<file path="src/rtl/coin_vend_if.sv">
// Coin/vend controller handshake bundle.
// slave  : the controller (takes coins, selections, ack; drives credit/dispense/change).
// master : the machine side (acceptor, buttons, dispenser, hopper).
interface coin_vend_if #(
    parameter int NUM_DRINKS = 4,
    parameter int VAL_W      = 12
);
    localparam int IDX_W = (NUM_DRINKS > 1) ? $clog2(NUM_DRINKS) : 1;

    logic                  coin_lo;
    logic                  coin_hi;
    logic [NUM_DRINKS-1:0] drink_sel;
    logic                  cancel;
    logic                  dispense_ack;

    logic [VAL_W-1:0]      credit;
    logic [VAL_W-1:0]      price_out;
    logic                  dispense_req;
    logic [IDX_W-1:0]      drink_idx;
    logic                  change_lo;
    logic                  change_hi;
    logic [VAL_W-1:0]      change_total;
    logic                  coin_reject;
    logic                  insufficient;
    logic                  busy;

    modport slave (
        input  coin_lo, coin_hi, drink_sel, cancel, dispense_ack,
        output credit, price_out, dispense_req, drink_idx, change_lo, change_hi,
               change_total, coin_reject, insufficient, busy
    );

    modport master (
        output coin_lo, coin_hi, drink_sel, cancel, dispense_ack,
        input  credit, price_out, dispense_req, drink_idx, change_lo, change_hi,
               change_total, coin_reject, insufficient, busy
    );
endinterface

</file>
<file path="src/rtl/coin_vend_controller.sv">
// Coin/vending controller: credit accumulation, drink selection against a
// fixed price table, dispense handshake, then greedy coin-by-coin change.
// Build option: define COIN_REJECT_EN to reject coins that would push credit
// above MAX_CREDIT instead of clamping the credit.
//
// state    | meaning
// ---------+---------------------------------------------------------------
// S_IDLE   | no credit held, waiting for coins
// S_CREDIT | credit > 0, accepting coins, selection or cancel
// S_VEND   | dispense_req held until dispense_ack
// S_CHANGE | paying out remaining credit, one coin per cycle
module coin_vend_controller #(
    parameter int NUM_DRINKS = 4,
    parameter int VAL_W      = 12,
    parameter int COIN_LO    = 100,
    parameter int COIN_HI    = 500,
    parameter int MAX_CREDIT = 2000,
    parameter logic [NUM_DRINKS*VAL_W-1:0] PRICE_TABLE = {12'd1200, 12'd700, 12'd500, 12'd300}
) (
    input logic        clk,
    input logic        rst,
    coin_vend_if.slave bus
);
    localparam int IDX_W = (NUM_DRINKS > 1) ? $clog2(NUM_DRINKS) : 1;

    typedef logic [VAL_W-1:0] val_t;
    typedef logic [VAL_W+1:0] wide_t;
    typedef logic [IDX_W-1:0] idx_t;

    // Two extra bits cover credit plus both coins without overflow.
    localparam wide_t LO_W  = wide_t'(COIN_LO);
    localparam wide_t HI_W  = wide_t'(COIN_HI);
    localparam wide_t MAX_W = wide_t'(MAX_CREDIT);
    localparam val_t  LO_V  = val_t'(COIN_LO);
    localparam val_t  HI_V  = val_t'(COIN_HI);

    typedef enum logic [1:0] {
        S_IDLE,
        S_CREDIT,
        S_VEND,
        S_CHANGE
    } state_t;

    state_t state_q, state_n;
    val_t   credit_q, credit_n;
    val_t   price_q, price_n;
    idx_t   idx_q, idx_n;
    val_t   total_q, total_n;
    logic   req_q, req_n;
    logic   chg_lo_q, chg_lo_n;
    logic   chg_hi_q, chg_hi_n;
    logic   reject_q, reject_n;
    logic   insuf_q, insuf_n;
    logic   busy_q, busy_n;

    logic   coin_any;
    wide_t  coin_sum;
    logic   coin_rej;
    logic   sel_found;
    idx_t   sel_idx;
    val_t   sel_price;

    assign coin_any = bus.coin_lo | bus.coin_hi;

    // Lowest set selection bit wins; look up its price.
    always_comb begin
        sel_found = 1'b0;
        sel_idx   = '0;
        sel_price = '0;
        for (int i = 0; i < NUM_DRINKS; i++) begin
            if (bus.drink_sel[i] && !sel_found) begin
                sel_found = 1'b1;
                sel_idx   = idx_t'(i);
                sel_price = PRICE_TABLE[i*VAL_W +: VAL_W];
            end
        end
    end

    // Credit after this cycle's coins, with the over-cap policy applied.
    always_comb begin
        coin_sum = wide_t'(credit_q);
        coin_rej = 1'b0;
`ifdef COIN_REJECT_EN
        if (bus.coin_hi) begin
            if (coin_sum + HI_W > MAX_W) coin_rej = 1'b1;
            else                         coin_sum = coin_sum + HI_W;
        end
        if (bus.coin_lo) begin
            if (coin_sum + LO_W > MAX_W) coin_rej = 1'b1;
            else                         coin_sum = coin_sum + LO_W;
        end
`else
        if (bus.coin_hi) coin_sum = coin_sum + HI_W;
        if (bus.coin_lo) coin_sum = coin_sum + LO_W;
        if (coin_sum > MAX_W) coin_sum = MAX_W;
`endif
    end

    // Next-state and next-output decode; pulses default low, holds default to current.
    always_comb begin
        state_n  = state_q;
        credit_n = credit_q;
        price_n  = price_q;
        idx_n    = idx_q;
        total_n  = total_q;
        req_n    = req_q;
        chg_lo_n = 1'b0;
        chg_hi_n = 1'b0;
        reject_n = 1'b0;
        insuf_n  = 1'b0;

        case (state_q)
            S_IDLE, S_CREDIT: begin
                if (coin_any) begin
                    // Coins take the cycle; a held selection is seen next cycle.
                    credit_n = val_t'(coin_sum);
                    reject_n = coin_rej;
                    state_n  = (coin_sum == '0) ? S_IDLE : S_CREDIT;
                    // A cancel arriving with a coin refunds the coin too.
                    if (state_q == S_CREDIT && bus.cancel) begin
                        total_n = val_t'(coin_sum);
                        state_n = S_CHANGE;
                    end
                end else if (state_q == S_CREDIT && bus.cancel) begin
                    total_n = credit_q;
                    state_n = S_CHANGE;
                end else if (sel_found) begin
                    if (state_q == S_CREDIT && credit_q >= sel_price) begin
                        idx_n    = sel_idx;
                        price_n  = sel_price;
                        credit_n = credit_q - sel_price;
                        total_n  = credit_q - sel_price;
                        req_n    = 1'b1;
                        state_n  = S_VEND;
                    end else begin
                        insuf_n = 1'b1;
                    end
                end
            end
            S_VEND: begin
                reject_n = coin_any;
                if (bus.dispense_ack) begin
                    req_n   = 1'b0;
                    state_n = S_CHANGE;
                end
            end
            S_CHANGE: begin
                reject_n = coin_any;
                if (credit_q >= HI_V) begin
                    chg_hi_n = 1'b1;
                    credit_n = credit_q - HI_V;
                end else if (credit_q >= LO_V) begin
                    chg_lo_n = 1'b1;
                    credit_n = credit_q - LO_V;
                end else begin
                    // Sub-coin residue is unreachable with valid prices; drop it.
                    credit_n = '0;
                    state_n  = S_IDLE;
                end
            end
            default: begin
                state_n = S_IDLE;
            end
        endcase

        busy_n = (state_n == S_VEND) || (state_n == S_CHANGE);
    end

    // State and registered outputs; reset aborts any transaction outright.
    always_ff @(posedge clk or posedge rst) begin
        if (rst) begin
            state_q  <= S_IDLE;
            credit_q <= '0;
            price_q  <= '0;
            idx_q    <= '0;
            total_q  <= '0;
            req_q    <= 1'b0;
            chg_lo_q <= 1'b0;
            chg_hi_q <= 1'b0;
            reject_q <= 1'b0;
            insuf_q  <= 1'b0;
            busy_q   <= 1'b0;
        end else begin
            state_q  <= state_n;
            credit_q <= credit_n;
            price_q  <= price_n;
            idx_q    <= idx_n;
            total_q  <= total_n;
            req_q    <= req_n;
            chg_lo_q <= chg_lo_n;
            chg_hi_q <= chg_hi_n;
            reject_q <= reject_n;
            insuf_q  <= insuf_n;
            busy_q   <= busy_n;
        end
    end

    assign bus.credit       = credit_q;
    assign bus.price_out    = price_q;
    assign bus.dispense_req = req_q;
    assign bus.drink_idx    = idx_q;
    assign bus.change_lo    = chg_lo_q;
    assign bus.change_hi    = chg_hi_q;
    assign bus.change_total = total_q;
    assign bus.coin_reject  = reject_q;
    assign bus.insufficient = insuf_q;
    assign bus.busy         = busy_q;

endmodule

</file>
<file path="src/flat_wrapper.sv">
// flat-port wrapper written by rule: the top's interface ports become plain ports
module coin_vend_controller_flat 
#(
    parameter int NUM_DRINKS = 4,
    parameter int VAL_W      = 12,
    parameter int COIN_LO    = 100,
    parameter int COIN_HI    = 500,
    parameter int MAX_CREDIT = 2000,
    parameter logic [NUM_DRINKS*VAL_W-1:0] PRICE_TABLE = {12'd1200, 12'd700, 12'd500, 12'd300}
)
  (clk, rst, bus_coin_lo, bus_coin_hi, bus_drink_sel, bus_cancel, bus_dispense_ack, bus_credit, bus_price_out, bus_dispense_req, bus_drink_idx, bus_change_lo, bus_change_hi, bus_change_total, bus_coin_reject, bus_insufficient, bus_busy);
  coin_vend_if #(.NUM_DRINKS(NUM_DRINKS), .VAL_W(VAL_W)) bus_i ();
  input logic clk;
  input logic rst;
  input wire logic [$bits(bus_i.coin_lo)-1:0] bus_coin_lo;
  input wire logic [$bits(bus_i.coin_hi)-1:0] bus_coin_hi;
  input wire logic [$bits(bus_i.drink_sel)-1:0] bus_drink_sel;
  input wire logic [$bits(bus_i.cancel)-1:0] bus_cancel;
  input wire logic [$bits(bus_i.dispense_ack)-1:0] bus_dispense_ack;
  output wire logic [$bits(bus_i.credit)-1:0] bus_credit;
  output wire logic [$bits(bus_i.price_out)-1:0] bus_price_out;
  output wire logic [$bits(bus_i.dispense_req)-1:0] bus_dispense_req;
  output wire logic [$bits(bus_i.drink_idx)-1:0] bus_drink_idx;
  output wire logic [$bits(bus_i.change_lo)-1:0] bus_change_lo;
  output wire logic [$bits(bus_i.change_hi)-1:0] bus_change_hi;
  output wire logic [$bits(bus_i.change_total)-1:0] bus_change_total;
  output wire logic [$bits(bus_i.coin_reject)-1:0] bus_coin_reject;
  output wire logic [$bits(bus_i.insufficient)-1:0] bus_insufficient;
  output wire logic [$bits(bus_i.busy)-1:0] bus_busy;
  assign bus_i.coin_lo = bus_coin_lo;
  assign bus_i.coin_hi = bus_coin_hi;
  assign bus_i.drink_sel = bus_drink_sel;
  assign bus_i.cancel = bus_cancel;
  assign bus_i.dispense_ack = bus_dispense_ack;
  assign bus_credit = bus_i.credit;
  assign bus_price_out = bus_i.price_out;
  assign bus_dispense_req = bus_i.dispense_req;
  assign bus_drink_idx = bus_i.drink_idx;
  assign bus_change_lo = bus_i.change_lo;
  assign bus_change_hi = bus_i.change_hi;
  assign bus_change_total = bus_i.change_total;
  assign bus_coin_reject = bus_i.coin_reject;
  assign bus_insufficient = bus_i.insufficient;
  assign bus_busy = bus_i.busy;
  coin_vend_controller #(.NUM_DRINKS(NUM_DRINKS), .VAL_W(VAL_W), .COIN_LO(COIN_LO), .COIN_HI(COIN_HI), .MAX_CREDIT(MAX_CREDIT), .PRICE_TABLE(PRICE_TABLE)) u_core (.clk(clk), .rst(rst), .bus(bus_i));
endmodule
</file>
<file path="config.mk">
export PLATFORM = sky130hd
export DESIGN_NAME = coin_vend_controller_flat
export DESIGN_NICKNAME = d
export VERILOG_FILES = /design/src/rtl/coin_vend_if.sv /design/src/rtl/coin_vend_controller.sv /design/src/flat_wrapper.sv
export SDC_FILE = /design/constraint.sdc
export NUM_CORES = 1
export LEC_CHECK = 0
export BUFFER_PORTS_ARGS = -buffer_cell sky130_fd_sc_hd__buf_2
export CAP_MARGIN = 10
export CORE_MARGIN = 2
export CORE_UTILIZATION = 52
export CTS_CLUSTER_SIZE = 24
export DETAILED_ROUTE_END_ITERATION = 6
export PLACE_DENSITY = 0.8
export SETUP_SLACK_MARGIN = 0.2
export SLEW_MARGIN = 30
export SYNTH_ARGS = -nofsm -noshare
export SYNTH_HDL_FRONTEND = slang
export SYNTH_SLANG_ARGS = --single-unit
</file>
<file path="constraint.sdc">
create_clock -name clk -period 3.6 [get_ports clk]
set_clock_uncertainty 0.05 [all_clocks]
set_input_delay 0.54 -clock clk [delete_from_list [all_inputs] [get_ports clk]]
set_output_delay 0.54 -clock clk [all_outputs]
set_load 0.005 [all_outputs]
</file>
* After elaboration in Yosys (flattened, before gate mapping)
Index checks and enable logic that the tools add are counted.
Storage, ports and cells: flip-flop bits (word level) 46, input port bits 10, output and inout bits 44, logic and storage cells 109
Cells by class: add/subtract/negate cells 5, $lt $le $gt $ge 4, equal/unequal tests 14, muxes and demuxes 51, bitwise logic cells 3, reductions and logical operators 21
Operators by type and width (number):
- 12-bit two-way mux | 9
- 14-bit two-way mux | 3
- 12-bit case mux with 2 select lines | 1
- 1-bit two-way mux | 21
- 2-bit two-way mux | 10
- 9-bit two-way mux | 2
- 14-bit by 7-bit adder with 14-bit output, second input constant | 1
- 14-bit by 11-bit > comparator with 1-bit output, second input constant | 1
- 14-bit zero test | 1
- 12-bit by 9-bit adder with 13-bit output, second input constant | 1
- 12-bit by 11-bit >= comparator with 1-bit output | 1
- 12-bit by 7-bit >= comparator with 1-bit output, second input constant | 1
- 12-bit by 9-bit >= comparator with 1-bit output, second input constant | 1
- 12-bit by 11-bit subtractor with 12-bit output | 1
- 12-bit by 7-bit subtractor with 12-bit output, second input constant | 1
- 12-bit by 9-bit subtractor with 12-bit output, second input constant | 1
- 11-bit two-way mux | 1
- 10-bit two-way mux | 1
- 2-bit equality test, second input constant | 4
- 2-bit inequality test, second input constant | 4
- 4-bit AND reduction | 2
- 2-bit nonzero test | 4
- 3-bit by 1-bit inequality test with 1-bit output, second input constant | 2
- 2-bit case mux with 3 select lines | 1
- 13 further kinds | 23

* Longest topological paths before layout
Gate-level depths: netlist of run 1.
depth in word-level cells 19, gate-level depth with buffers 14, gate-level depth less buffers 13

* Least setup slack after synthesis of run 1
Ideal clock, no wire load.
path type register to register, start point register u_core.credit_q[2] (netlist: u_core.bus.credit[2]), end point register u_core.credit_q[9] (netlist: u_core.bus.credit[9]), setup time 123 ps, data arrival time 3418 ps, setup slack 10 ps, stages on the path, launching flop included 15, path through dfrtp_1 > buf_1 > inv_1 > ha_1 > nand2_1 > o21ai_0 > ha_1 > nand2_1 > mux2_2 > nand4_1 > a2111o_1 > mux2i_1 > a21boi_0 > a21oi_1 > o221a_2
On the way: longest elaborated chain between the ends 8
Ends and longest elaborated chain:
- start, declared | line coin_vend_controller.sv:45 | val_t credit_q, credit_n;
- start signal, assigned | line coin_vend_controller.sv:185 | credit_q <= credit_n;
- 12-bit by 9-bit adder with 13-bit output | line coin_vend_controller.sv:93 | if (bus.coin_hi) coin_sum = coin_sum + HI_W;
- 14-bit two-way mux | line coin_vend_controller.sv:93
- 14-bit by 7-bit adder with 14-bit output | line coin_vend_controller.sv:94 | if (bus.coin_lo) coin_sum = coin_sum + LO_W;
- 14-bit two-way mux | line coin_vend_controller.sv:94
- 14-bit by 11-bit > comparator with 1-bit output | line coin_vend_controller.sv:95 | if (coin_sum > MAX_W) coin_sum = MAX_W;
- 14-bit two-way mux | line coin_vend_controller.sv:95
- 12-bit two-way mux | line coin_vend_controller.sv:114 | if (coin_any) begin
- 12-bit case mux with 2 select lines | line coin_vend_controller.sv:112 | case (state_q)
Several ways; a longest one is shown, not always the timed one. The select of a mux whose other input is x is not followed. A chain may end at the register's enable or synchronous reset.

* Final worst setup path of run 1
start point register u_core.credit_q[2] (netlist: u_core.bus.credit[2]), end point register u_core.credit_q[6] (netlist: u_core.bus.credit[6])
The elaborated chain is that of the path after synthesis.

==> flow_metrics.env, run 1 <==
export IMPL_diodes=0
export IMPL_synth_commonest_cells="56 x nand2_1, 43 x nor2_1, 42 x dfrtp_1, 35 x a21oi_1, 31 x o21ai_0"
export IMPL_setup_viol=0
export IMPL_worst_slew_pin_slew_ns=0.829
export IMPL_clkTransAtPathRegs_ns=0.09
export IMPL_drt_pass1_iterations=6
export IMPL_gp_congestion=0.971
export IMPL_cts_tree="built"
export IMPL_netlist_top_cells_area="dfrtp_1 30%, nand2_1 5.9%, a21oi_1 5.0%"
export IMPL_clock_latency_ns=0.30
export IMPL_syn_area_mm2=0.00354
export IMPL_gr_total_overflow=0
export IMPL_ys_ff_latch=42
export IMPL_dp_hpwl_um=7990
export IMPL_leakagePower_nw=1.89
export IMPL_multi_input_area_mm2=0.00235
export IMPL_ant_nets=0
export IMPL_cp_arrival_ns=3.38
export IMPL_core_area_mm2=0.00668
export IMPL_antenna_found_initial=0
export IMPL_grt_pass1_vias=3540
export IMPL_hold_viol_final=0
export IMPL_power_density_mw_per_mm2=1050
export IMPL_fin_nets=537
export IMPL_total_power_mw=4.35
export IMPL_grt_pass1_wl_um=17300
export IMPL_timing_rr_start="u_core.bus.credit[2]"
export IMPL_synth_cell_type_count=64
export IMPL_r2r_cells=11
export IMPL_register_area_mm2=0.00105
export IMPL_wire_per_inst_um=18.4
export IMPL_rsz0062_at_grt="no"
export IMPL_yosysSeqAreaShare_pct=29.7
export IMPL_synthFlopType="dfrtp_1"
export IMPL_slew_headroom_pct=44.6
export IMPL_dp_cells=580
export IMPL_synth_edff_count=0
export IMPL_hold_path_class="primary input to async pin"
export IMPL_final_area_mm2=0.00415
export IMPL_drt_iter0_drc=433
export IMPL_die_h_um=86.5
export IMPL_crit_path_start="u_core.bus.credit[2]"
export IMPL_dpl_cell_area_mm2=0.00397
export IMPL_root_buffer="clkbuf_8"
export IMPL_post_drt_via_cell_ratio=6.39
export IMPL_grt_max_degree=43
export IMPL_drv_slew=0
export IMPL_start_kind="register"
export IMPL_ioPinCount=54
export IMPL_postCtsHoldBufs=0
export IMPL_dieArea_mm2=0.00748
export IMPL_synth_top_cell_by_area="dfrtp_1"
export IMPL_htreeDepth=2
export IMPL_final_cells=594
export IMPL_cts_sinks=42
export IMPL_fmax_mhz=306
export IMPL_cts_buffers=5
export IMPL_die_x_um=86.5
export IMPL_outcome="finished clean"
export IMPL_route_vias_total=3797
export IMPL_syn_avg_cell_area_um2=7.79
export IMPL_area_delta_synth_final_pct=17.2
export IMPL_fin_crit_ns=3.26
export IMPL_synth_most_common_cell="nand2_1"
export IMPL_netlist_instances=454
export IMPL_fin_crit_sh_pct=90.6
export IMPL_nFillCells=605
export IMPL_hold_slack_ns=0.301
export IMPL_crit_required_ns=3.72
export IMPL_crit_path_end_kind="register"
export IMPL_drc=0
export IMPL_synth_top_area_share_pct=29.7
export IMPL_drv_cap=0
export IMPL_r2r_setup_slack_ns=0.34
export IMPL_critPathKind="register to register"
export IMPL_async_flop_share_pct=100
export IMPL_initial_core_util_pct=52.9
export IMPL_routed_wl_um=10900
export IMPL_cp_max_fo=9
export IMPL_std_cell_rows=30
export IMPL_ir_drop_mv=0.566
export IMPL_port_buffers=50
export IMPL_cts_max_path_buffers=2
export IMPL_drive_gt1_share_pct=22.8
export IMPL_timing_rr_end="u_core.bus.credit[6]"
export IMPL_yosysWarnings=0
export IMPL_grt_usage_pct=29.2
[area by class of cell]
cell class                 count  area share, %
sequential                    42           25.4
clock buffer                   6           1.75
multi-input combinational    367           56.6
tap                           80           2.41
timing repair buffer          82           12.1
clock inverter                 2          0.332
inverter                      15           1.36
[worst max-delay path by stage]
stage	slack, ns	endpoint
final	0.34	u_core.bus.credit[6]
after detailed placement	-0.18	u_core.bus.change_total[3]
after floorplan	0.1	u_core.bus.credit[9]
after CTS	0.17	u_core.bus.credit[6]
after global placement	-0.09	u_core.bus.change_total[3]
after global routing	0.20	u_core.bus.credit[6]
[flip-flops by register name, summed over array words and instances, names as in the netlist, 2 cells and up]
name                     flops
u_core.bus.change_total     12
u_core.bus.drink_idx         2
u_core.bus.price_out         8
u_core.state_q               2
u_core.bus.credit           12
[cells in the final DEF (no fill, tap or decap), drive strengths merged, types with 11 or more instances in the layout]
| cell type | count |
|---|---|
| mux2i | 12 |
| xnor2 | 15 |
| o21ai | 31 |
| buf | 82 |
| nand3 | 15 |
| dfrtp | 42 |
| nor3 | 11 |
| nand2 | 56 |
| nor2 | 43 |
| ha | 13 |
| inv | 14 |
| a21oi | 35 |
[cells by family (layout without fill, tap and decap cells)]
| family | count (synthesis) | count (layout) | share of synthesized area, % |
|---|---|---|---|
| compound gates | 131 | 131 | 24.7 |
| xor+xnor | 23 | 23 | 5.70 |
| flops | 42 | 42 | 29.7 |
| buf+inv | 47 | 105 | 5.48 |
| fa+ha+maj | 15 | 15 | 5.45 |
| other cells | 1 | 3 | 0.106 |
| simple gates | 180 | 180 | 24.5 |
| mux | 15 | 15 | 4.35 |
[through the flow]
stage               worst slack, ns  TNS (ns)  util (%)
floorplan                    0.0989         0         -
global placement            -0.0913    -0.318      59.3
detailed placement           -0.180    -0.940      59.3
CTS                           0.173         0      60.7
global route                  0.195         0      62.0
finish                        0.337         0      62.0
[repair_timing]
item / 4_1_cts / 5_1_grt
gates resized for setup: 1 / 11
pin swaps: 0 / 3
endpoints found under the setup margin: 4 / 33
buffers inserted: 0 / 6
[per-layer routing]
layer,track usage (%),vias to the layer above,part of all wire [%]
li1,-,1743,-
met5,0,-,0
met2,48.3,197,48
met3,4.76,31,8.0
met1,38.5,1826,41
met4,10.8,0,3.1
[power by group]
| group | internal (mW) | switching [mW] | total [mW] |
|---|---|---|---|
| clock network | 0.137 | 0.182 | 0.320 |
| registers | 0.701 | 0.236 | 0.937 |
| logic | 1.28 | 1.81 | 3.10 |
[worst max-delay path: stages (launching register included)]
cell and delay (ns):
dfrtp_2 0.44, buf_4 0.15, buf_4 0.15, a21bo_2 0.19, or3_1 0.37, and3_1 0.22
a2111oi_4 0.42, mux2i_2 0.13, buf_4 0.19, nor2b_2 0.17, or4_1 0.50, o311ai_1 0.13
(Power assumes the default switching activity.)
==> run 2: changes to the inputs <==
Settings changed: CORE_UTILIZATION 52 to 35, PLACE_DENSITY 0.8 to 0.58.
==> run 2 against run 1 <==
  * Flip-flop and latch count unchanged
  * Maximum frequency increased by 0.84%
  * Critical path depth up 4
  * Critical path type is now primary input to register
  * Highest routed layer unchanged
==> flow_metrics.env, run 2 (same netlist as run 1, synthesis figures left out) <==
export IMPL_ir_drop_mv=0.366
export IMPL_leakagePower_nw=1.87
export IMPL_grt_usage_pct=21.3
export IMPL_dp_hpwl_um=8570
export IMPL_mostFrequentLayoutCells="55 x nand2_1, 50 x buf_2, 43 x nor2_1, 41 x dfrtp_1, 33 x a21oi_1"
export IMPL_std_cell_rows=36
export IMPL_port_buffers=50
export IMPL_setup_tns_final_ns=0
export IMPL_hold_viol_final=0
export IMPL_start_kind="primary input"
export IMPL_htreeDepth=2
export IMPL_final_area_mm2=0.00421
export IMPL_timing_rr_end="u_core.bus.credit[2]"
export IMPL_clock_latency_ns=0.31
export IMPL_cts_buffers=5
export IMPL_drt_iter0_drc=361
export IMPL_hold_slack_ns=0.293
export IMPL_core_area_mm2=0.00977
export IMPL_post_drt_via_cell_ratio=5.71
export IMPL_final_cells=642
export IMPL_ioPinCount=54
export IMPL_ant_nets=0
export IMPL_drive_gt1_share_pct=23.2
export IMPL_diodes=0
export IMPL_r2r_setup_slack_ns=0.38
export IMPL_outcome="finished clean"
export IMPL_antenna_found_initial=0
export IMPL_power_density_mw_per_mm2=1050
export IMPL_dpl_cell_area_mm2=0.00403
export IMPL_hold_path_class="primary input to async pin"
export IMPL_wire_per_inst_um=17.9
export IMPL_root_buffer="clkbuf_8"
export IMPL_dieArea_mm2=0.0109
export IMPL_setup_viol=0
export IMPL_nFillCells=1028
export IMPL_rsz0062_at_grt="yes"
export IMPL_dp_cells=631
export IMPL_critPathKind="primary input to register"
export IMPL_crit_required_ns=3.81
export IMPL_dp_slack_ns=-0.00916
export IMPL_total_power_mw=4.42
export IMPL_crit_path_start="bus_drink_sel[0]"
export IMPL_die_x_um=105
export IMPL_cts_sinks=42
export IMPL_grt_max_degree=43
export IMPL_fmax_mhz=309
export IMPL_drv_slew=0
export IMPL_worst_slack_ns=0.364
export IMPL_clkTransAtPathRegs_ns=0.09
export IMPL_die_h_um=105
export IMPL_drc=0
export IMPL_slew_headroom_pct=49.3
export IMPL_routed_wl_um=11500
export IMPL_fin_nets=532
export IMPL_route_vias_total=3665
export IMPL_r2r_cells=14
export IMPL_worst_slew_pin_slew_ns=0.758
export IMPL_fin_crit_sh_pct=89.9
export IMPL_initial_core_util_pct=36.2
export IMPL_fin_util_pct=43.1
export IMPL_cp_max_fo=19
export IMPL_grt_pass1_vias=3517
export IMPL_drv_cap=0
export IMPL_crit_path_end_kind="register"
export IMPL_grt_pass1_wl_um=18800
export IMPL_gp_congestion=0.920
export IMPL_cts_max_path_buffers=2
export IMPL_setup_worst_path_end="u_core.bus.change_total[6]"
export IMPL_timing_rr_start="u_core.bus.credit[2]"
export IMPL_gr_total_overflow=0
export IMPL_fin_crit_ns=3.24
export IMPL_cts_tree="built"
export IMPL_cp_arrival_ns=3.44
export IMPL_drt_pass1_iterations=5
export IMPL_final_common_cell="nand2_1"
export IMPL_area_delta_synth_final_pct=19.1
run 2: cell count changes in the layout (fill, tap and decap cells not counted), sizes merged:
| cell | delta |
|---|---|
| clkinvlp | +2 |
| buf | -5 |
| clkinv | -2 |
| clkbuf | -1 |
| inv | +1 |
run 2: layout make-up:
| cell class | count | area, um2 | area share (%) |
|---|---|---|---|
| multi-input cells | 367 | 2380 | 56.5 |
| flip-flops and latches | 42 | 1050 | 25.0 |
| repair buffers | 77 | 465 | 11.0 |
| well taps | 133 | 166 | 3.95 |
| clock buffers | 5 | 68.8 | 1.63 |
| inverters | 15 | 56.3 | 1.34 |
| clock inverters | 3 | 23.8 | 0.564 |
run 2: power breakdown:
group	internal (mW)	total, mW	switching (mW)	leakage [nW]
Combinational	1.28	3.11	1.83	1.32
Clock	0.139	0.332	0.193	0.0408
Sequential	0.700	0.973	0.273	0.501
run 2: worst min path at each step:
stage	start	to	cells past startpoint
after floorplan	u_core.bus.price_out[5]	u_core.bus.price_out[5]	1
after global placement	u_core.bus.price_out[5]	u_core.bus.price_out[5]	1
after detailed placement	u_core.bus.price_out[5]	u_core.bus.price_out[5]	1
after CTS	rst	u_core.bus.busy	3
after global routing	rst	u_core.bus.dispense_req	3
final	rst	u_core.bus.busy	3
run 2: worst max-delay path: stages:
cell      delay (ns)
buf_2           0.13
nor3_4          0.21
inv_1           0.08
ha_1            0.21
fa_1            0.41
nor2b_1         0.12
o21ai_0         0.13
a21oi_1         0.21
o21ai_0         0.14
a211oi_2        0.41
buf_4           0.20
a21oi_2         0.06
buf_12          0.20
a311oi_2        0.28
a21o_1          0.12
run 2: per-layer routing:
layer	GRT usage, %	vias to the layer above	routed length, um
met1	31.2	1754	5310
met3	3.93	18	864
li1	-	1731	-
met5	0	-	0
met2	32.8	162	5150
met4	4.25	0	182
run 2: timing repair:
item | CTS | global route
hold buffers | 0 | 0
endpoints found under the setup margin | 0 | 28
setup buffers | 0 | 3
gates resized for setup | 0 | 17
